==> config.mk <==
export PLATFORM = sky130hd
export DESIGN_NAME = slave_comm_rx
export DESIGN_NICKNAME = d
export VERILOG_FILES = /design/src/rtl/slave_comm_pkg.sv /design/src/rtl/slave_comm_rx_sync.sv /design/src/rtl/slave_comm_rx.sv
export SDC_FILE = /design/constraint.sdc
export NUM_CORES = 1
export LEC_CHECK = 0
export BUFFER_PORTS_ARGS = -buffer_cell sky130_fd_sc_hd__buf_2
export CORE_MARGIN = 5
export CORE_UTILIZATION = 40
export CTS_BUF_LIST = sky130_fd_sc_hd__clkbuf_4
export DETAILED_ROUTE_END_ITERATION = 8
export PLACE_DENSITY = 0.59
export SLEW_MARGIN = 30
export SYNTH_ARGS = -nofsm -noshare
export SYNTH_HDL_FRONTEND = slang
export SYNTH_SLANG_ARGS = --single-unit
==> constraint.sdc <==
create_clock -name clk_sys_i -period 3.4 [get_ports clk_sys_i]
set_input_delay 0.85 -clock clk_sys_i [delete_from_list [all_inputs] [get_ports clk_sys_i]]
set_output_delay 0.85 -clock clk_sys_i [all_outputs]
set_load 0.02 [all_outputs]
==> src/rtl/slave_comm_pkg.sv <==
// Shared definitions for the slave message link: FSM states and the CRC8 used on both ends.
package slave_comm_pkg;

  typedef enum logic [1:0] {
    ST_FLUSH = 2'd0,
    ST_IDLE  = 2'd1,
    ST_RX    = 2'd2,
    ST_DONE  = 2'd3
  } state_e;

  localparam logic [7:0] CRC8_INIT = 8'hFF;
  localparam logic [7:0] CRC8_POLY = 8'h07;

  // CRC8 x^8+x^2+x+1 over one byte; d[7] is the first bit on the wire.
  function automatic logic [7:0] nextCRC8D8(input logic [7:0] d, input logic [7:0] crc);
    logic [7:0] c;
    c = crc;
    for (int i = 7; i >= 0; i--) begin
      if (c[7] ^ d[i]) c = {c[6:0], 1'b0} ^ CRC8_POLY;
      else             c = {c[6:0], 1'b0};
    end
    return c;
  endfunction

endpackage

==> src/rtl/slave_comm_rx_sync.sv <==
// Synchronisers for the asynchronous link inputs plus bit-clock rise / FSX fall detection.
module slave_comm_rx_sync #(
  parameter int unsigned SYNC_STAGES = 2
) (
  input  logic clk,
  input  logic msg_clk_i,
  input  logic fsx_i,
  input  logic rx_i,
  output logic fsx_s_o,
  output logic rx_s_o,
  output logic clk_rise_c,
  output logic fsx_fall_c
);

  localparam int unsigned MSB = SYNC_STAGES - 1;

  logic [SYNC_STAGES-1:0] clk_sync_q, clk_sync_d;
  logic [SYNC_STAGES-1:0] fsx_sync_q, fsx_sync_d;
  logic [SYNC_STAGES-1:0] rx_sync_q,  rx_sync_d;
  logic                   clk_dly_q,  clk_dly_d;
  logic                   fsx_dly_q,  fsx_dly_d;

  always_comb begin
    clk_sync_d = {clk_sync_q[SYNC_STAGES-2:0], msg_clk_i};
    fsx_sync_d = {fsx_sync_q[SYNC_STAGES-2:0], fsx_i};
    rx_sync_d  = {rx_sync_q[SYNC_STAGES-2:0],  rx_i};
    clk_dly_d  = clk_sync_q[MSB];
    fsx_dly_d  = fsx_sync_q[MSB];
  end

  // Not reset: after a reset the FSM must still see FSX high to flush a frame in flight.
  always_ff @(posedge clk) begin
    clk_sync_q <= clk_sync_d;
    fsx_sync_q <= fsx_sync_d;
    rx_sync_q  <= rx_sync_d;
    clk_dly_q  <= clk_dly_d;
    fsx_dly_q  <= fsx_dly_d;
  end

  assign fsx_s_o    = fsx_sync_q[MSB];
  assign rx_s_o     = rx_sync_q[MSB];
  assign clk_rise_c = clk_sync_q[MSB] & ~clk_dly_q;
  assign fsx_fall_c = ~fsx_sync_q[MSB] & fsx_dly_q;

endmodule

==> src/rtl/slave_comm_rx.sv <==
// Slave message link receiver: deserialises MSB-first bytes, holds back the trailing CRC byte
// and reports payload bytes plus frame status in the system clock domain.
module slave_comm_rx
  import slave_comm_pkg::*;
#(
  parameter int unsigned SYNC_STAGES = 2,
  parameter int unsigned BYTE_NUM_W  = 16
) (
  input  logic                  clk_sys_i,
  input  logic                  rst_i,
  input  logic                  SLAVE_MSG_CLK,
  input  logic                  SLAVE_MSG_RX_FSX,
  input  logic                  SLAVE_MSG_RX,
  output logic                  slave_rx_data_vld_o,
  output logic [7:0]            slave_rx_data_o,
  output logic                  slave_rx_frame_done_o,
  output logic [BYTE_NUM_W-1:0] slave_rx_byte_num_o,
  output logic                  slave_rx_crc_err_o,
  output logic                  slave_rx_frame_err_o,
  output logic                  slave_rx_busy_o
);

  logic fsx_s, rx_s, clk_rise_c, fsx_fall_c;

  slave_comm_rx_sync #(.SYNC_STAGES(SYNC_STAGES)) u_sync (
    .clk        (clk_sys_i),
    .msg_clk_i  (SLAVE_MSG_CLK),
    .fsx_i      (SLAVE_MSG_RX_FSX),
    .rx_i       (SLAVE_MSG_RX),
    .fsx_s_o    (fsx_s),
    .rx_s_o     (rx_s),
    .clk_rise_c (clk_rise_c),
    .fsx_fall_c (fsx_fall_c)
  );

  state_e                state_q, state_d;
  logic [2:0]            bit_cnt_q, bit_cnt_d;
  logic [7:0]            sh_q, sh_d;
  logic [7:0]            pend_byte_q, pend_byte_d;
  logic                  pend_vld_q, pend_vld_d;
  logic [7:0]            crc_q, crc_d;
  logic [BYTE_NUM_W-1:0] byte_num_q, byte_num_d;
  logic                  data_vld_q, data_vld_d;
  logic [7:0]            data_q, data_d;
  logic                  frame_done_q, frame_done_d;
  logic [BYTE_NUM_W-1:0] byte_num_out_q, byte_num_out_d;
  logic                  crc_err_q, crc_err_d;
  logic                  frame_err_q, frame_err_d;
  logic                  busy_q, busy_d;
  logic                  sample;
  logic [7:0]            nxt_byte;

  always_comb begin
    state_d        = state_q;
    bit_cnt_d      = bit_cnt_q;
    sh_d           = sh_q;
    pend_byte_d    = pend_byte_q;
    pend_vld_d     = pend_vld_q;
    crc_d          = crc_q;
    byte_num_d     = byte_num_q;
    data_vld_d     = 1'b0;
    data_d         = data_q;
    frame_done_d   = 1'b0;
    byte_num_out_d = byte_num_out_q;
    crc_err_d      = crc_err_q;
    frame_err_d    = frame_err_q;
    sample         = 1'b0;
    nxt_byte       = 8'h00;

    case (state_q)
      ST_FLUSH: if (!fsx_s) state_d = ST_IDLE;
      ST_IDLE: begin
        // FSX alone opens a frame so an edgeless FSX pulse still reports a framing error.
        if (fsx_s) begin
          state_d        = ST_RX;
          bit_cnt_d      = 3'd0;
          sh_d           = 8'h00;
          pend_byte_d    = 8'h00;
          pend_vld_d     = 1'b0;
          crc_d          = CRC8_INIT;
          byte_num_d     = '0;
          byte_num_out_d = '0;
          crc_err_d      = 1'b0;
          frame_err_d    = 1'b0;
          sample         = clk_rise_c;
        end
      end
      ST_RX: begin
        sample = clk_rise_c & fsx_s;
        if (fsx_fall_c) state_d = ST_DONE;
      end
      ST_DONE: state_d = ST_IDLE;
      default: state_d = ST_FLUSH;
    endcase

    if (sample) begin
      nxt_byte = {sh_d[6:0], rx_s};
      sh_d     = nxt_byte;
      if (bit_cnt_d == 3'd7) begin
        if (pend_vld_d) begin
          data_vld_d = 1'b1;
          data_d     = pend_byte_d;
          crc_d      = nextCRC8D8(pend_byte_d, crc_d);
          if (byte_num_d != '1) byte_num_d = byte_num_d + BYTE_NUM_W'(1);
        end
        pend_byte_d = nxt_byte;
        pend_vld_d  = 1'b1;
      end
      bit_cnt_d = bit_cnt_d + 3'd1;
    end

    // Status is evaluated on the post-sample values so a byte finishing with FSX is counted.
    if (state_q == ST_RX && fsx_fall_c) begin
      frame_done_d   = 1'b1;
      byte_num_out_d = byte_num_d;
      frame_err_d    = (bit_cnt_d != 3'd0) | ~pend_vld_d;
      crc_err_d      = pend_vld_d & (pend_byte_d != crc_d) & ~frame_err_d;
    end

    busy_d = (state_d == ST_RX);
  end

  always_ff @(posedge clk_sys_i) begin
    if (rst_i) begin
      state_q        <= ST_FLUSH;
      bit_cnt_q      <= 3'd0;
      sh_q           <= 8'h00;
      pend_byte_q    <= 8'h00;
      pend_vld_q     <= 1'b0;
      crc_q          <= CRC8_INIT;
      byte_num_q     <= '0;
      data_vld_q     <= 1'b0;
      data_q         <= 8'h00;
      frame_done_q   <= 1'b0;
      byte_num_out_q <= '0;
      crc_err_q      <= 1'b0;
      frame_err_q    <= 1'b0;
      busy_q         <= 1'b0;
    end else begin
      state_q        <= state_d;
      bit_cnt_q      <= bit_cnt_d;
      sh_q           <= sh_d;
      pend_byte_q    <= pend_byte_d;
      pend_vld_q     <= pend_vld_d;
      crc_q          <= crc_d;
      byte_num_q     <= byte_num_d;
      data_vld_q     <= data_vld_d;
      data_q         <= data_d;
      frame_done_q   <= frame_done_d;
      byte_num_out_q <= byte_num_out_d;
      crc_err_q      <= crc_err_d;
      frame_err_q    <= frame_err_d;
      busy_q         <= busy_d;
    end
  end

  assign slave_rx_data_vld_o   = data_vld_q;
  assign slave_rx_data_o       = data_q;
  assign slave_rx_frame_done_o = frame_done_q;
  assign slave_rx_byte_num_o   = byte_num_out_q;
  assign slave_rx_crc_err_o    = crc_err_q;
  assign slave_rx_frame_err_o  = frame_err_q;
  assign slave_rx_busy_o       = busy_q;

endmodule
==> flow_summary.yaml, run 1 <==
finish:
  num_antenna_cells: 0
  area_growth_syn_to_layout_pct: 11.6
  layout.nets: 470
  drive_gt1_share_pct: 15.1
timing:
  hold_viol: 0
  fmax_mhz: 337
  tightest_slew_ns: 0.873
  max_slew_margin_pct: 41.6
  fin_crit_sh_pct: 87.3
  final-setup-viol-count: 0
  post-route-min-period_ns: 2.97
  slew_viol_final: 0
  final.setup.tns_ns: 0
  skew_ns: 0.0294
  rsz0062_at_grt: "false"
clock_tree:
  holdBufCountCts: 0
  cts_tree: "yes"
  htree_levels: 3
  path_clk_slew_ns: 0.13
  clk_latency_ns: 0.44
  cts.sinks: 82
  cts-root-buf: "clkbuf_4"
  cts-buffers-inserted: 9
  cts_buffer_depth: 2
routing:
  route.detailed.wl_per_inst_um: 13.8
  drt_iter0_drc: 97
  wirelength_um: 7920
  route.antenna.remaining_nets: 0
  vias: 2861
  drtPass1Iterations: 4
  drc_errors: 0
  via_per_inst: 4.98
global_route:
  grt_overflow: 0
  grt_pass1_wl_um: 13500
  grt_max_degree: 27
  grt_antenna_before_repair: 0
  grt_pass1_vias: 2761
  grt_usage_pct: 15.0
placed_design:
  dpl.hpwl_um: 5830
  gp_congestion: 0.851
  io_buffers: 33
yosys:
  synth_cell_types: 49
  synth_most_common_cell: "nand2_1"
  synth_edf_count: 0
  synth_nets: 437
  yosys_most_used_dff: "dfxtp_1"
  synth-seq-cells: 82
  synthTopCellsByArea: "dfxtp_1 44%, nand2_1 8.8%, a21oi_1 5.4%"
  yosys.area.top_type: "dfxtp_1"
  netlist.area_leader.share_pct: 44.3
  syn_inst: 425
  synthesis.area_um2: 3710
  syn_area_per_cell_um2: 8.72
  synth_seq_area_share_pct: 44.3
  ys_async_sr_fraction_pct: 0
  yosys-top-cells-count: "87 x nand2_1, 82 x dfxtp_1, 40 x a21oi_1"
  yosys_warnings: 0
setup_path:
  crit_path_end_kind: "flop"
  r2r_cells: 13
  critical_path_class: "flop to flop"
  path_max_fanout: 14
  cpMostUsedCell: "and2_1"
  path_cells: "inv_1 > ha_1 > nand2_2 > buf_4 > and2_1 > ha_1 > and2_1 > and2_1 > nand2_1 > xor2_1 > nand2_1 > a22oi_1 > a41oi_2"
  worstSetupStartpointType: "flop"
  cpMaxStageDelayCell: "dfxtp_1"
  cp_data_required_time_ns: 3.71
  max_stage_delay_ns: 0.39
  arrival_ns: 3.28
power_and_ir_drop:
  p_clk_share_pct: 35.4
  powerDensity_nw_per_um2: 393
  switchingPower_mw: 0.401
  leakagePower_nw: 1.60
  total_power_mw: 1.63
  seq_power_share_pct: 60.0
  p_int_mw: 1.23
  p_comb_share_pct: 4.5
  p_sw_share_pct: 24.7
  ir_drop_mv: 0.165
die:
  fp.dieH_um: 106
  die_area_um2: 11300
  die-width_um: 106
  io_pins: 34
  fp-row-count: 35
  initial_core_util_pct: 40.5
  core-area_um2: 9150
run_status:
  outcome: "completed"
worst_hold_path:
  hold_class: "flop to flop"
  hold_depth: 0
flow_run:
  maxCapViolations: 0
per-stage QoR:
step                      setup slack, ns  hold slack (ns)  utilization [%]  cell area [µm²]  instances
after global placement              0.369            0.311             43.6             3990        558
after CTS                           0.300            0.341             45.2             4140        574
final                               0.432            0.339             45.2             4140        574
after detailed placement            0.316            0.312             43.6             3990        558
after floorplan                     0.384            0.310                -             3710        425
after global routing                0.156            0.354             45.2             4140        574
routing by layer:
| metal | share of wire, % | vias up | GRT usage (%) |
|---|---|---|---|
| met5 | 0 | - | 0 |
| met4 | 1.2 | 0 | 5.37 |
| met2 | 42 | 44 | 21.8 |
| met3 | 3.8 | 9 | 3.83 |
| li1 | - | 1500 | - |
| met1 | 53 | 1308 | 21.5 |
final timing paths:
path,from,end,slack [ns]
setup reg to reg,state_q[1],slave_rx_crc_err_o,0.43
hold / removal,u_sync.clk_sync_q[0],u_sync.clk_sync_q[1],0.34
setup / recovery,state_q[1],slave_rx_crc_err_o,0.43
hold reg to reg,u_sync.clk_sync_q[0],u_sync.clk_sync_q[1],0.34
final cells by class:
type,count,area [µm²]
Fill cell,912,5010
Multi-Input combinational cell,313,1940
Sequential cell,82,1640
Timing Repair Buffer,43,240
Tap cell,111,139
Clock buffer,10,75.1
Clock inverter,6,67.6
Inverter,9,33.8
flip-flops by register name (all words and copies together) (netlist names):
register	count
slave_rx_busy_o	1
sh_q	7
u_sync.clk_dly_q	1
slave_rx_frame_err_o	1
pend_vld_q	1
slave_rx_data_vld_o	1
u_sync.rx_sync_q	2
bit_cnt_q	3
slave_rx_frame_done_o	1
u_sync.fsx_dly_q	1
u_sync.clk_sync_q	2
slave_rx_crc_err_o	1
slave_rx_byte_num_o	16
slave_rx_data_o	8
u_sync.fsx_sync_q	2
pend_byte_q	8
byte_num_q	16
crc_q	8
state_q	2
cells in the final DEF, fill, tap and decap left out, drive strengths merged, types with 5 or more instances in the layout:
cell type	instances
and3	5
inv	9
nor2	36
xor2	22
a21oi	41
nor3	10
dfxtp	82
nand2	87
clkbuf	10
xnor2	18
ha	7
and2	7
o21ai	17
buf	43
xnor3	7
mux2i	6
nand3	14
worst max-delay path: cells and delay by family (launching register included):
family / cells / cell delay [ns]
AOI/OAI and AO/OA: 2 / 0.41
xor gates and xnor gates: 1 / 0.25
adders and majority gates: 2 / 0.43
buffers and inverters: 2 / 0.32
DFF: 1 / 0.39
and+or+nand+nor: 6 / 1.07
what timing repair did:
item / CTS / global route
gates resized for setup: 0 / 1
endpoints found under the setup margin: 0 / 1
setup buffers: 0 / 0
kinds of logic after synthesis:
logic type / share of synthesized area [%]
flops: 44.3
simple gates: 20.9
xor+xnor: 14.1
compound gates: 13.0
buf+inv: 3.44
mux: 1.92
fa+ha+maj: 2.36
power groups by stage:
stage | registers, mW | logic (mW) | clock network [mW]
after detailed placement | 0.998 | 0.0738 | 0
after floorplan | 0.998 | 0.0505 | 0
after global placement | 0.998 | 0.0732 | 0
final | 0.977 | 0.0737 | 0.577
after CTS | 0.977 | 0.0744 | 0.592
after global routing | 0.979 | 0.0840 | 0.636
Note: power is estimated with default switching activity, not from simulation.
==> inputs of run 2 (changes only) <==
--- a/config.mk
+++ b/config.mk
@@ -5,12 +5,14 @@
 export SDC_FILE = /design/constraint.sdc
 export NUM_CORES = 1
 export LEC_CHECK = 0
+export ABC_AREA = 1
 export BUFFER_PORTS_ARGS = -buffer_cell sky130_fd_sc_hd__buf_2
 export CORE_MARGIN = 5
 export CORE_UTILIZATION = 40
 export CTS_BUF_LIST = sky130_fd_sc_hd__clkbuf_4
 export DETAILED_ROUTE_END_ITERATION = 8
 export PLACE_DENSITY = 0.59
+export SETUP_SLACK_MARGIN = 0.4
 export SLEW_MARGIN = 30
 export SYNTH_ARGS = -nofsm -noshare
 export SYNTH_HDL_FRONTEND = slang
==> flow_summary.yaml, run 2 <==
timing:
  rsz0062_at_grt: "true"
  hold_viol: 0
  final-setup-viol-count: 0
  post-route-min-period_ns: 2.74
  fmax_mhz: 366
  fin_crit_sh_pct: 80.5
  final.setup.tns_ns: 0
  skew_ns: 0.0170
  max_slew_margin_pct: 60.4
  whs_ns: 0.345
  tightest_slew_ns: 0.592
  slew_viol_final: 0
clock_tree:
  htree_levels: 3
  cts-buffers-inserted: 9
  path_clk_slew_ns: 0.14
  cts_tree: "yes"
  cts-root-buf: "clkbuf_4"
  cts_buffer_depth: 2
  cts.sinks: 82
  clk_latency_ns: 0.44
finish:
  register_area_um2: 1640
  fillers: 1048
  finish.utilization_pct: 45.0
  layout.cells.most_common: "nand2_1"
  multi_input_area_um2: 1920
  num_antenna_cells: 0
  area_growth_syn_to_layout_pct: 11.7
  final_area_um2: 4340
  layout.nets: 588
  stdcell_count: 714
  drive_gt1_share_pct: 14.6
  mostFrequentLayoutCells: "129 x nand2_1, 81 x dfxtp_1, 71 x nor2_1, 58 x inv_1, 57 x nand3_1"
die:
  initial_core_util_pct: 40.3
  core-area_um2: 9640
  die_area_um2: 11800
  die-width_um: 109
  fp.dieH_um: 109
  io_pins: 34
  fp-row-count: 36
placed_design:
  io_buffers: 33
  placed_cell_area_um2: 4150
  dpl.hpwl_um: 6650
  dp_cells: 693
  gp_congestion: 0.834
yosys:
  synthesis.area_um2: 3880
  synth_edf_count: 0
  yosys_warnings: 0
  synth_most_common_cell: "nand2_1"
  syn_inst: 541
  synthTopCellsByArea: "dfxtp_1 42%, nand2_1 13%, nand3_1 7.3%"
  synth_seq_area_share_pct: 42.3
  syn_area_per_cell_um2: 7.18
  yosys-top-cells-count: "131 x nand2_1, 82 x dfxtp_1, 71 x nor2_1"
  synth_cell_types: 41
  synth-seq-cells: 82
  yosys_most_used_dff: "dfxtp_1"
  yosys.area.top_type: "dfxtp_1"
  ys_async_sr_fraction_pct: 0
  netlist.area_leader.share_pct: 42.3
  synth_nets: 553
setup_path:
  rr_startpoint: "state_q[1]"
  cpMaxStageDelayCell: "dfxtp_2"
  reg2reg_to: "slave_rx_byte_num_o[14]"
  cp_data_required_time_ns: 3.73
  path_max_fanout: 14
  critPathCapture: "slave_rx_byte_num_o[14]"
  worstSetupStartpointType: "flop"
  rrSetupSlack_ns: 0.66
  arrival_ns: 3.06
  r2r_cells: 14
  path_cells: "inv_1 > ha_1 > nand2_4 > inv_2 > buf_4 > nor2_1 > ha_1 > nand2_4 > nor2_8 > inv_1 > nor2_1 > nand3_1 > o31ai_1 > o21ai_1"
  max_stage_delay_ns: 0.40
  critical_path_class: "flop to flop"
  crit_start: "state_q[1]"
  crit_path_end_kind: "flop"
run_status:
  outcome: "completed"
global_route:
  grt_overflow: 0
  grt_antenna_before_repair: 0
  grt_pass1_vias: 3358
  grt_pass1_wl_um: 15800
  grt_max_degree: 33
  grt_usage_pct: 16.8
worst_hold_path:
  hold_class: "flop to flop"
  hold_depth: 0
routing:
  vias: 3496
  drt_iter0_drc: 226
  drtPass1Iterations: 4
  wirelength_um: 9300
  route.antenna.remaining_nets: 0
  route.detailed.wl_per_inst_um: 13.0
  via_per_inst: 4.90
  drc_errors: 0
power_and_ir_drop:
  ir_drop_mv: 0.239
  leakagePower_nw: 1.98
  powerDensity_nw_per_um2: 375
flow_run:
  maxCapViolations: 0
run 2: cell count changes after synthesis, sizes merged, moves of 5 or more:
cell | before | now
a211oi | 2 | 9
a21oi | 41 | 13
and2 | 7 | 0
and3 | 5 | 0
inv | 9 | 62
mux2i | 6 | 0
nand2 | 87 | 138
nand3 | 14 | 60
nor2 | 36 | 74
o21ai | 17 | 33
xnor2 | 18 | 5
xnor3 | 7 | 0
xor2 | 22 | 10
run 2: logic make-up (layout without fill, tap and decap cells):
family                     count (synthesis)  count (layout)  synth area share (%)
AOI/OAI and AO/OA                         65              65                  9.76
adders and majority gates                  7               7                  2.26
and+or+nand+nor                          290             291                  33.5
buffers and inverters                     82             121                  8.83
xor gates and xnor gates                  15              15                  3.38
DFF                                       82              82                  42.3
run 2: final cells by class:
cell class	count	share of cell area, %
Multi-Input combinational cell	378	44.3
Sequential cell	82	37.9
Inverter	63	5.60
Timing Repair Buffer	42	5.45
Tap cell	133	3.84
Clock buffer	9	1.56
Clock inverter	7	1.39
run 2: stage by stage:
stage | power [mW] | setup slack, ns
5_1_grt | 1.69 | 0.383
2_1_floorplan | 1.08 | 0.670
3_3_place_gp | 1.10 | 0.477
3_5_place_dp | 1.10 | 0.331
6_report | 1.62 | 0.664
4_1_cts | 1.64 | 0.517
run 2: power breakdown:
part	internal [mW]	total [mW]	switching (mW)	leakage, nW
clock network	0.162	0.541	0.378	0.0615
logic	0.0289	0.103	0.0742	1.25
registers	0.974	0.981	0.00698	0.665
total	1.17	1.62	0.459	1.98
run 2: what timing repair did:
item                                    CTS  global route
hold buffers                              0             0
pin swaps                                 1             2
endpoints found under the setup margin   12            19
resized for setup                         2             5
hold endpoints to repair                  0             0
gates cloned                              1             0
setup buffers                             0             4
run 2: metal layers:
layer | up-vias | track usage (%) | routed length, µm
li1 | 1803 | - | -
met1 | 1593 | 23.1 | 4630
met2 | 87 | 25.6 | 4090
met3 | 13 | 4.24 | 444
met4 | 0 | 5.77 | 128
met5 | - | 0 | 0
run 2: worst min-delay path by stage:
stage	from	end
floorplan	u_sync.clk_sync_q[0]	u_sync.clk_sync_q[1]
finish	u_sync.clk_sync_q[0]	u_sync.clk_sync_q[1]
detailed placement	u_sync.clk_sync_q[0]	u_sync.clk_sync_q[1]
global placement	u_sync.fsx_sync_q[0]	u_sync.fsx_sync_q[1]
CTS	u_sync.clk_sync_q[0]	u_sync.clk_sync_q[1]
global route	u_sync.fsx_sync_q[0]	u_sync.fsx_sync_q[1]
run 2: worst max-delay path, delay by kind of cell, from the launching register on:
family	cells	cell delay, ns
AOI/OAI and AO/OA	2	0.38
DFF	1	0.40
buffers and inverters	4	0.43
adders and majority gates	2	0.44
and+or+nand+nor	6	0.96
==> inputs of run 3 (changes only) <==
--- a/config.mk
+++ b/config.mk
@@ -11,7 +11,7 @@
 export CORE_UTILIZATION = 40
 export CTS_BUF_LIST = sky130_fd_sc_hd__clkbuf_4
 export DETAILED_ROUTE_END_ITERATION = 8
-export PLACE_DENSITY = 0.59
+export PLACE_DENSITY = 0.61
 export SETUP_SLACK_MARGIN = 0.4
 export SLEW_MARGIN = 30
 export SYNTH_ARGS = -nofsm -noshare
==> constraint.sdc (replaced) <==
create_clock -name clk_sys_i -period 2.5 [get_ports clk_sys_i]
set_input_delay 0.625 -clock clk_sys_i [delete_from_list [all_inputs] [get_ports clk_sys_i]]
set_output_delay 0.625 -clock clk_sys_i [all_outputs]
set_load 0.02 [all_outputs]
==> flow_summary.yaml, run 3 (same netlist as run 2, synthesis figures left out) <==
timing:
  final.setup.tns_ns: 0
  final-setup-viol-count: 0
  fin_crit_sh_pct: 91.5
  slew_viol_final: 0
  hold_viol: 0
  rsz0062_at_grt: "true"
  layout_setup_ws_ns: 0.212
  whs_ns: 0.279
  fmax_mhz: 437
  post-route-min-period_ns: 2.29
  tightest_slew_ns: 0.588
  max_slew_margin_pct: 60.7
  skew_ns: 0.0145
clock_tree:
  path_clk_slew_ns: 0.13
  htree_levels: 3
  cts-root-buf: "clkbuf_4"
  clk_latency_ns: 0.44
  cts_buffer_depth: 2
  cts_tree: "yes"
  cts.sinks: 82
  cts-buffers-inserted: 9
  holdBufCountCts: 0
die:
  fp-row-count: 36
  die_area_um2: 11800
  die-width_um: 109
  fp.dieH_um: 109
  initial_core_util_pct: 40.3
  core-area_um2: 9640
  io_pins: 34
routing:
  vias: 3720
  route.detailed.wl_per_inst_um: 13.6
  route.antenna.remaining_nets: 0
  wirelength_um: 10400
  drtPass1Iterations: 4
  drc_errors: 0
  drt_iter0_drc: 151
  via_per_inst: 4.90
setup_path:
  worstSetupStartpointType: "flop"
  arrival_ns: 2.60
  crit_path_end_kind: "flop"
  critical_path_class: "flop to flop"
  rr_startpoint: "state_q[1]"
  path_max_fanout: 6
  cp_data_required_time_ns: 2.82
  crit_start: "state_q[1]"
flow_run:
  maxCapViolations: 0
global_route:
  grt_usage_pct: 18.1
  grt_antenna_before_repair: 0
  grt_overflow: 0
  grt_pass1_vias: 3641
  grt_pass1_wl_um: 16800
  grt_max_degree: 28
power_and_ir_drop:
  total_power_mw: 2.58
  powerDensity_nw_per_um2: 483
  ir_drop_mv: 0.284
  leakagePower_nw: 2.37
placed_design:
  placed_cell_area_um2: 4370
  gp_congestion: 0.831
  dpl.hpwl_um: 6690
  io_buffers: 33
  place_ws_ns: 0.0403
finish:
  final_area_um2: 5330
  area_growth_syn_to_layout_pct: 37.3
  layout.nets: 633
  drive_gt1_share_pct: 35.6
  num_antenna_cells: 0
  layout.cells.most_common: "nand2_1"
  fillers: 931
  mostFrequentLayoutCells: "96 x nand2_1, 80 x dfxtp_1, 57 x nor2_1, 50 x inv_1, 43 x buf_4"
worst_hold_path:
  hold_class: "primary input to flop"
  holdCritStartpoint: "SLAVE_MSG_CLK"
run_status:
  outcome: "completed"
-- run 3: changes by cell type in the layout (fill, tap and decap cells not counted), moves of 15 or more --
cell / previous run / this run
o21ai_0: 28 / 13
buf_4: 8 / 43
nand3_1: 57 / 41
nand2_1: 129 / 96
nand2_2: 5 / 27
-- run 3: timing repair --
action / in CTS / in global routing
pin swaps: 41 / 33
gates cloned: 1 / 0
resized for setup: 92 / 40
buffers inserted: 26 / 9
endpoints found under the setup margin: 34 / 35
-- run 3: metrics by stage --
stage	cells	util [%]
after floorplan	541	-
after global placement	707	45.4
after detailed placement	707	45.4
after CTS	750	53.1
after global routing	759	55.3
final	759	55.3
-- run 3: where the power goes --
part | switching (mW) | internal [mW] | leakage, nW
sequential | 0.00992 | 1.32 | 0.666
clock | 0.489 | 0.521 | 0.0932
combinational | 0.131 | 0.101 | 1.61
-- run 3: final cells by class --
type / count / area (µm²) / share of cell area (%)
tap: 133 / 166 / 3.12
multi-input combinational: 377 / 2400 / 45.1
clock inverter: 6 / 114 / 2.14
sequential: 82 / 1650 / 30.9
timing repair buffer: 88 / 668 / 12.5
clock buffer: 10 / 75.1 / 1.41
inverter: 63 / 254 / 4.76
-- run 3: final timing paths --
kind / end / slack, ns / cells after the start
worst min register to register: u_sync.rx_sync_q[1] / 0.34 / 0
worst max-delay path: slave_rx_byte_num_o[6] / 0.21 / 16
worst min-delay path: u_sync.clk_sync_q[0] / 0.28 / 1
worst max register to register: slave_rx_byte_num_o[6] / 0.21 / 16
-- run 3: worst max-delay path, cell delays in order (launching register included) --
cell and delay, ns:
dfxtp_4 0.38, inv_4 0.04, ha_4 0.17, nand2_8 0.09, inv_8 0.05, buf_8 0.13, buf_4 0.15, nor2_4 0.09
nand3_2 0.09, nor3_4 0.24, nand2_2 0.10, nand2_4 0.14, nor2_4 0.07, buf_6 0.12, nand2_4 0.08, xor2_4 0.16
o21ai_1 0.07
-- run 3: routing by layer --
layer	wire (µm)	GRT usage [%]	vias up
met2	5010	31.1	92
li1	-	-	1877
met5	0	0	-
met4	190	8.12	0
met1	4750	22.3	1732
met3	406	2.81	19
